==> src/rtl/param_updown_counter_pkg.sv <==
// Shared definitions for the parametrised up/down counter and the timer blocks reusing it.
// Latency: none (definitions only).
// Backpressure: none.
// Contents: direction encodings, default WIDTH/INIT, per-edge operation select.
// Optional feature macro used by the counter: COUNTER_MODULO_EN.

`ifndef COUNTER_DEFS_SVH
`define COUNTER_DEFS_SVH
`define COUNTER_DIR_UP 1'b1
`define COUNTER_DIR_DN 1'b0
`endif

package param_updown_counter_pkg;

    localparam int DEFAULT_WIDTH = 9;
    localparam int DEFAULT_INIT  = 0;

    // What the counter does on a given edge, after priority resolution.
    typedef enum logic [1:0] {
        OP_HOLD  = 2'd0,
        OP_COUNT = 2'd1,
        OP_LOAD  = 2'd2,
        OP_CLR   = 2'd3
    } op_e;

    // clr beats load, load beats count.
    function automatic op_e sel_op(input logic clr, input logic ld_en, input logic en);
        if (clr) begin
            return OP_CLR;
        end else if (ld_en) begin
            return OP_LOAD;
        end else if (en) begin
            return OP_COUNT;
        end
        return OP_HOLD;
    endfunction

endpackage

==> src/rtl/param_updown_counter_if.sv <==
// Control/status bundle of the up/down counter.
// Latency: none (wiring only).
// Backpressure: none; controls are sampled every edge.
// Ports: master drives clr/ldEn/parIn/en/up/ovfClr (and maxVal with COUNTER_MODULO_EN);
//        slave (the counter) drives parOut/cOut/tc/ovf.

interface param_updown_counter_if #(
    parameter int WIDTH = param_updown_counter_pkg::DEFAULT_WIDTH
);
    logic             clr;
    logic             ldEn;
    logic [WIDTH-1:0] parIn;
    logic             en;
    logic             up;
    logic             ovfClr;
`ifdef COUNTER_MODULO_EN
    logic [WIDTH-1:0] maxVal;
`endif
    logic [WIDTH-1:0] parOut;
    logic             cOut;
    logic             tc;
    logic             ovf;

    modport master (
`ifdef COUNTER_MODULO_EN
        output maxVal,
`endif
        output clr, ldEn, parIn, en, up, ovfClr,
        input  parOut, cOut, tc, ovf
    );

    modport slave (
`ifdef COUNTER_MODULO_EN
        input  maxVal,
`endif
        input  clr, ldEn, parIn, en, up, ovfClr,
        output parOut, cOut, tc, ovf
    );
endinterface

==> src/rtl/counter_next_value.sv <==
// Next count and wrap bit for one up or down step against a wrap limit.
// Latency: combinational.
// Backpressure: none.
// Ports: cnt (current count), up (direction), top (wrap limit) -> nxt, wrap.

module counter_next_value #(
    parameter int WIDTH = 9
) (
    input  logic [WIDTH-1:0] cnt,
    input  logic             up,
    input  logic [WIDTH-1:0] top,
    output logic [WIDTH-1:0] nxt,
    output logic             wrap
);
    logic             carry_up;
    logic [WIDTH-1:0] unused_diff_lo;
    logic [WIDTH-1:0] inc;
    logic [WIDTH:0]   dec;
    logic             borrow_dn;

    // cnt + ~top + 1 = cnt - top; the carry-out is set exactly when cnt >= top.
    // With top all ones this is the plain carry out of cnt + 1, so one adder
    // serves both the binary and the modulo build.
    assign {carry_up, unused_diff_lo} = {1'b0, cnt} + {1'b0, ~top} + (WIDTH+1)'(1);

    assign inc = cnt + WIDTH'(1);

    // Borrow out of cnt - 1 is set only when cnt is zero.
    assign dec       = {1'b0, cnt} - (WIDTH+1)'(1);
    assign borrow_dn = dec[WIDTH];

    always_comb begin
        nxt  = inc;
        wrap = 1'b0;
        if (up) begin
            wrap = carry_up;
            nxt  = carry_up ? '0 : inc;
        end else begin
            wrap = borrow_dn;
            nxt  = borrow_dn ? top : dec[WIDTH-1:0];
        end
    end
endmodule

==> src/rtl/param_updown_counter.sv <==
// Loadable up/down event counter with wrap pulse, terminal count and sticky overflow.
// Latency: parOut/cOut/ovf update on the sampling edge; tc is combinational from parOut/up.
// Backpressure: none; en simply stalls the count.
// Ports: clk, rst (async, active low), bus (param_updown_counter_if.slave).
// Optional feature macro: COUNTER_MODULO_EN -- wrap at bus.maxVal instead of all ones.

module param_updown_counter #(
    parameter int WIDTH = param_updown_counter_pkg::DEFAULT_WIDTH,
    parameter int INIT  = param_updown_counter_pkg::DEFAULT_INIT
) (
    input logic                    clk,
    input logic                    rst,
    param_updown_counter_if.slave  bus
);
    import param_updown_counter_pkg::*;

    localparam logic [WIDTH-1:0] INIT_V = WIDTH'(INIT);

    logic [WIDTH-1:0] cnt_q;
    logic [WIDTH-1:0] cnt_d;
    logic [WIDTH-1:0] cnt_nxt;
    logic [WIDTH-1:0] top_val;
    logic             wrap;
    logic             cout_q;
    logic             cout_d;
    logic             ovf_q;
    logic             ovf_d;
    op_e              op;

`ifdef COUNTER_MODULO_EN
    // A new limit is picked up on the very next edge.
    assign top_val = bus.maxVal;
`else
    assign top_val = '1;
`endif

    counter_next_value #(
        .WIDTH (WIDTH)
    ) u_next (
        .cnt  (cnt_q),
        .up   (bus.up),
        .top  (top_val),
        .nxt  (cnt_nxt),
        .wrap (wrap)
    );

    assign op = sel_op(bus.clr, bus.ldEn, bus.en);

    always_comb begin
        cnt_d  = cnt_q;
        cout_d = 1'b0;
        ovf_d  = ovf_q;
        case (op)
            OP_CLR: begin
                // ovfClr is irrelevant here: clear already drops ovf.
                cnt_d = INIT_V;
                ovf_d = 1'b0;
            end
            OP_LOAD: begin
                cnt_d = bus.parIn;
                if (bus.ovfClr) begin
                    ovf_d = 1'b0;
                end
            end
            OP_COUNT: begin
                cnt_d  = cnt_nxt;
                cout_d = wrap;
                // A wrap in the same cycle as ovfClr keeps the flag set.
                ovf_d  = wrap | (ovf_q & ~bus.ovfClr);
            end
            default: begin
                if (bus.ovfClr) begin
                    ovf_d = 1'b0;
                end
            end
        endcase
    end

    always_ff @(posedge clk or negedge rst) begin
        if (!rst) begin
            cnt_q  <= INIT_V;
            cout_q <= 1'b0;
            ovf_q  <= 1'b0;
        end else begin
            cnt_q  <= cnt_d;
            cout_q <= cout_d;
            ovf_q  <= ovf_d;
        end
    end

    assign bus.parOut = cnt_q;
    assign bus.cOut   = cout_q;
    assign bus.ovf    = ovf_q;
    assign bus.tc     = (bus.up == `COUNTER_DIR_UP) ? (cnt_q == top_val) : (cnt_q == '0);
endmodule

==> src/flat_wrapper.sv <==
// flat-port wrapper written by rule: the top's interface ports become plain ports
module param_updown_counter_flat import param_updown_counter_pkg::*;
#(
    parameter int WIDTH = param_updown_counter_pkg::DEFAULT_WIDTH,
    parameter int INIT  = param_updown_counter_pkg::DEFAULT_INIT
)
  (clk, rst, bus_clr, bus_ldEn, bus_parIn, bus_en, bus_up, bus_ovfClr, bus_parOut, bus_cOut, bus_tc, bus_ovf);
  param_updown_counter_if #(.WIDTH(WIDTH)) bus_i ();
  input logic clk;
  input logic rst;
  input wire logic [$bits(bus_i.clr)-1:0] bus_clr;
  input wire logic [$bits(bus_i.ldEn)-1:0] bus_ldEn;
  input wire logic [$bits(bus_i.parIn)-1:0] bus_parIn;
  input wire logic [$bits(bus_i.en)-1:0] bus_en;
  input wire logic [$bits(bus_i.up)-1:0] bus_up;
  input wire logic [$bits(bus_i.ovfClr)-1:0] bus_ovfClr;
  output wire logic [$bits(bus_i.parOut)-1:0] bus_parOut;
  output wire logic [$bits(bus_i.cOut)-1:0] bus_cOut;
  output wire logic [$bits(bus_i.tc)-1:0] bus_tc;
  output wire logic [$bits(bus_i.ovf)-1:0] bus_ovf;
  assign bus_i.clr = bus_clr;
  assign bus_i.ldEn = bus_ldEn;
  assign bus_i.parIn = bus_parIn;
  assign bus_i.en = bus_en;
  assign bus_i.up = bus_up;
  assign bus_i.ovfClr = bus_ovfClr;
  assign bus_parOut = bus_i.parOut;
  assign bus_cOut = bus_i.cOut;
  assign bus_tc = bus_i.tc;
  assign bus_ovf = bus_i.ovf;
  param_updown_counter #(.WIDTH(WIDTH), .INIT(INIT)) u_core (.clk(clk), .rst(rst), .bus(bus_i));
endmodule
==> config.mk <==
export PLATFORM = sky130hd
export DESIGN_NAME = param_updown_counter_flat
export DESIGN_NICKNAME = d
export VERILOG_FILES = /design/src/rtl/param_updown_counter_pkg.sv /design/src/rtl/param_updown_counter_if.sv /design/src/rtl/counter_next_value.sv /design/src/rtl/param_updown_counter.sv /design/src/flat_wrapper.sv
export SDC_FILE = /design/constraint.sdc
export NUM_CORES = 1
export LEC_CHECK = 0
export ABC_AREA = 1
export BUFFER_PORTS_ARGS = -buffer_cell sky130_fd_sc_hd__buf_2
export CORE_MARGIN = 5
export CORE_UTILIZATION = 50
export DETAILED_ROUTE_END_ITERATION = 10
export PLACE_DENSITY = 0.73
export SLEW_MARGIN = 20
export SYNTH_ARGS = -nofsm -noshare
export SYNTH_HDL_FRONTEND = slang
export SYNTH_HIERARCHICAL = 1
export SYNTH_SLANG_ARGS = --single-unit
export TNS_END_PERCENT = 30
==> constraint.sdc <==
create_clock -name clk -period 4.6 [get_ports clk]
set_clock_uncertainty 0.15 [all_clocks]
set_input_delay 0.23 -clock clk [delete_from_list [all_inputs] [get_ports clk]]
set_output_delay 0.23 -clock clk [all_outputs]
set_load 0.01 [all_outputs]
After elaboration in Yosys (flattened, before gate mapping)
Cells that the tools add are included. W data, S select, Z words.

Bitwise gates (word level): 3. Equality and inequality tests: 4. Div/mod/pow operators: 0. Muxes and demuxes: 16. Reduce and logical (&&, ||, !) cells: 3. Multiply operators: 0. Shift operators: 0. $lt $le $gt $ge: 0. Add/sub/neg operators: 3.

Operator list (count): $mux W9 (3); $pmux W9 S3 (1); $add A9 B1 Y10 const B (1); $sub A9 B1 Y10 const B (1); $add A9 B1 Y9 const B (1); $eq A9 B9 Y1 const B (1); $logic_not A9 Y1 (1); $mux W2 (4); $mux W1 (7); $reduce_bool A3 Y1 (2); $eq A2 B2 Y1 const B (2); $eq A2 B1 Y1 const B (1); $pmux W1 S2 (1); $and A1 B1 Y1 (1); $not A1 Y1 (1); $or A1 B1 Y1 (1).

Latch bits: 0. ROM bits: 0. Bits in writable memories: 0. Bits in registers: 11. Bits of input ports: 16. Memories kept: 0.

Longest topological paths before layout
Depth in word-level cells: 6. Mapped depth: 11. Mapped depth without buffers: 11.

By module
The synthesis kept the hierarchy.

Modules (own cells, without submodules): counter_next_value (cells an instance 170, sequential area each 0.0 µm², times used 1, area an instance 942.2 µm²); param_updown_counter (cells an instance 83, sequential area each 275.3 µm², times used 1, area an instance 596.8 µm²).

Least setup slack after synthesis
Ideal clock, no wire load.

Path kind: reg-to-reg. From: reg u_core.cnt_q[0] (netlist: u_core/bus.parOut[0]). To: reg u_core.cnt_q[8] (netlist: u_core/bus.parOut[8]). Path slack: 2.849 ns. Data required time: 4.326 ns. Arrival time: 1.477 ns. Stages on the path, launching flop included: 10. Clock period less this slack: 1.751 ns. Cell sequence: dfrtp_1 -> inv_2 -> ha_1 -> nand2_1 -> o21ai_1 -> nand2_1 -> nand2_1 -> nand3_1 -> nand3_1 -> nand3_1.

Longest elaborated chain between the ends: 4.

Ends and longest elaborated chain: start: declaration (line param_updown_counter.sv:19) `logic [WIDTH-1:0] cnt_q;`; start signal: assignment (line param_updown_counter.sv:85) `cnt_q <= cnt_d;`; $sub A9 B1 Y10, or another cell as far along (line counter_next_value.sv:29) `assign dec = {1'b0, cnt} - (WIDTH+1)'(1);`; $mux W9, on equally long branches (line counter_next_value.sv:40, counter_next_value.sv:37); $mux W9 (*) (line counter_next_value.sv:35) `if (up) begin`; via u_core.cnt_nxt[8] (line param_updown_counter.sv:21) `logic [WIDTH-1:0] cnt_nxt;`; $pmux W9 S3 (*) (line param_updown_counter.sv:53) `case (op)`.

The timed path passes the listed nets; every way through them passes the cells marked *. A chain may end at the register's enable or synchronous reset.

Final worst setup path
From: reg u_core.cnt_q[2] (netlist: u_core/bus.parOut[2]). To: reg u_core.ovf_q (netlist: u_core/bus.ovf).

Longest elaborated chain between the ends: 4.

Ends and longest elaborated chain: $sub A9 B1 Y10 or $add A9 B1 Y10 (tied branches) (line counter_next_value.sv:29, counter_next_value.sv:24); $mux W1 (*) (line counter_next_value.sv:35); via u_core.wrap (line param_updown_counter.sv:23) `logic wrap;`; $or A1 B1 Y1 (*) (line param_updown_counter.sv:69) `ovf_d = wrap | (ovf_q & ~bus.ovfClr);`; $pmux W1 S2 (*) (line param_updown_counter.sv:53); end signal: assignment (line param_updown_counter.sv:87) `ovf_q <= ovf_d;`; end: declaration (line param_updown_counter.sv:26) `logic ovf_q;`.

Marks and branches as above.

==> results_dict.tcl <==
set metrics [dict create \
    relSlewSlack_pct 61.1 \
    die_height_um 65.5 \
    globalRouteTotalUtil_pct 19.0 \
    portBuffers 27 \
    num-fill-cells 317 \
    status "finished clean" \
    synth_cell_types 29 \
    min_period_over_period_pct 45.1 \
    cts_tree "done" \
    post_cts_buffers 0 \
    synth.cell_area_um2 1540 \
    crit_path_start_kind "register" \
    drtPass1Iterations 4 \
    powerDensity_nw_per_um2 203 \
    seq_area_um2 275 \
    hold_viol 0 \
    fin_ws_ns 2.53 \
    grt_max_degree 14 \
    place_hpwl_um 2940 \
    fmax_ghz 0.482 \
    hold_class "in2reg" \
    fin_util_pct 59.0 \
    grt_first_pass_wirelength_um 6360 \
    place_ws_ns 2.51 \
    routedWlPerCell_um 11.6 \
    area_delta_synth_final_pct 15.2 \
    drive_gt1_share_pct 17.9 \
    antenna_found_initial 0 \
    drt_wl_total_um 3820 \
    drt_iter0_markers 90 \
    initial_core_util_pct 51.3 \
    ant_nets 0 \
    clk_path_buf_depth 2 \
    worstMarginPinSlew_ns 0.584 \
    ios 28 \
    rows 20 \
    final_nets 323 \
    leakage_uw 0.00109 \
    p_total_uw 361 \
    root_buffer "clkbuf_4" \
    clock_latency_ns 0.27 \
    async_reset_ff_share_pct 100 \
    synth_cells 253 \
    synth_warnings 6 \
    cp.arrival_ns 2.08 \
    path_clk_slew_ns 0.07 \
    crit_type "reg2reg" \
    gp_congestion 0.899 \
    rsz0062_at_grt "no" \
    n_antenna_cell 0 \
    drv_slew 0 \
    chipWidth_um 65.5 \
    ir_drop_mv 0.127 \
    final.setup.tns_ns 0 \
    die_area_um2 4290 \
    cts_buffers 3 \
    layout_min_cycle_time_ns 2.07 \
    synth_seq_area_share_pct 17.9 \
    synth-edff-count 0 \
    core_area_um2 3000 \
    avgViaCountPerCell 4.98 \
    dominantRegCellSynth "dfrtp_1" \
    finalSetupViolations 0 \
    clock-sinks 11 \
    maxCapViolCount 0 \
    required_ns 4.61 \
    syn_area_per_cell_um2 6.08 \
    routed-via-count 1637 \
    drc 0 \
    htree_levels 1 \
    worstPathMaxFanout 12 \
    grt_overflow_total 0 \
    multi_input_area_um2 1160 \
    end_kind "register" \
    synth_seq_cells 11 \
    grt_pass1_vias 1383 \
]
-- synthesized netlist by cell type, types with 4 or more instances --
cell type / count / area share (%)
a21oi_1: 4 / 1.3
dfrtp_1: 11 / 18
ha_1: 10 / 8.1
inv_1: 30 / 7.3
nand2_1: 91 / 22
nand3_1: 42 / 14
nand3b_1: 4 / 2.0
nor2_1: 19 / 4.6
nor2_2: 4 / 1.6
nor2_4: 5 / 3.7
xor2_1: 4 / 2.3
-- placed cells by master, fill, tap and decap left out, types with 5 or more instances in the layout --
master / n
buf_2: 27
conb_1: 16
dfrtp_1: 11
ha_1: 10
inv_1: 30
nand2_1: 91
nand3_1: 42
nor2_1: 19
nor2_4: 5
-- cells by family (layout without fill, tap and decap cells) --
kind of cell / count (synthesis) / in the layout / synth area share, %
fa+ha+maj: 10 / 10 / 8.13
xor+xnor: 5 / 5 / 2.85
other cells: 1 / 16 / 0.244
simple gates: 181 / 181 / 57.7
flops: 11 / 11 / 17.9
buf+inv: 37 / 65 / 10.3
compound gates: 8 / 8 / 2.85
-- worst paths after layout --
| check | from | to | slack (ns) | depth (start not counted) |
|---|---|---|---|---|
| worst max-delay path | u_core/bus.parOut[2]$_DFFE_PN0P_ | u_core/bus.ovf$_DFFE_PN0P_ | 2.53 | 9 |
| worst min-delay path | bus_parIn[5] | u_core/bus.parOut[5]$_DFFE_PN0P_ | 0.02 | 3 |
| worst max register to register | u_core/bus.parOut[2]$_DFFE_PN0P_ | u_core/bus.ovf$_DFFE_PN0P_ | 2.53 | 9 |
| worst min register to register | u_core/bus.ovf$_DFFE_PN0P_ | u_core/bus.ovf$_DFFE_PN0P_ | 0.41 | 2 |
| max in group asynchronous | rst | u_core/bus.cOut$_DFF_PN0_ | 3.89 | 2 |
| min in group asynchronous | rst | u_core/bus.parOut[5]$_DFFE_PN0P_ | 0.21 | 2 |
-- power by group --
group          internal (uW)  switching (uW)
Clock                   33.6            33.1
Sequential               103            26.5
Combinational           65.3            99.1
Total                    202             159
-- stage by stage --
stage / hold slack, ns / instances / instance area, um^2
global route: 0.0120 / 329 / 1770
global placement: -0.0450 / 324 / 1740
detailed placement: -0.0444 / 324 / 1740
CTS: 0.0143 / 329 / 1770
finish: 0.0223 / 329 / 1770
floorplan: -0.216 / 268 / 1600
-- critical path, cell delays in order (launching register included) --
cell,delay (ns)
dfrtp_1,0.59
ha_1,0.39
nand2_1,0.07
nor2_1,0.04
nand2_1,0.04
nand3_1,0.10
nand2_2,0.19
a21oi_1,0.12
o21ai_0,0.17
nand2_1,0.08
-- area by class of cell --
cell class                      instances  share of cell area (%)
Tap cell                               33                    2.33
Clock buffer                            4                    1.48
Timing Repair Buffer                   28                    8.19
Inverter                               33                    6.99
Multi-Input combinational cell        220                    65.5
Sequential cell                        11                    15.5
-- per-layer routing --
metal  track usage [%]  wire length (um)  vias to the layer above
met5                 0                 0                        -
met4              3.89                25                        0
met3              2.56               184                        4
met2              34.0              1870                       40
met1              24.3              1740                      725
li1                  -                 -                      868
-- flip-flops by register name (all words and copies together), names as in the netlist --
register,flops
u_core/bus.parOut,9
u_core/bus.cOut,1
u_core/bus.ovf,1
-- repair_timing --
item	CTS	global route
hold buffers	1	0
endpoints found under the hold margin	11	0
gates resized for setup	0	0
Note: power is estimated with default switching activity, not from simulation.
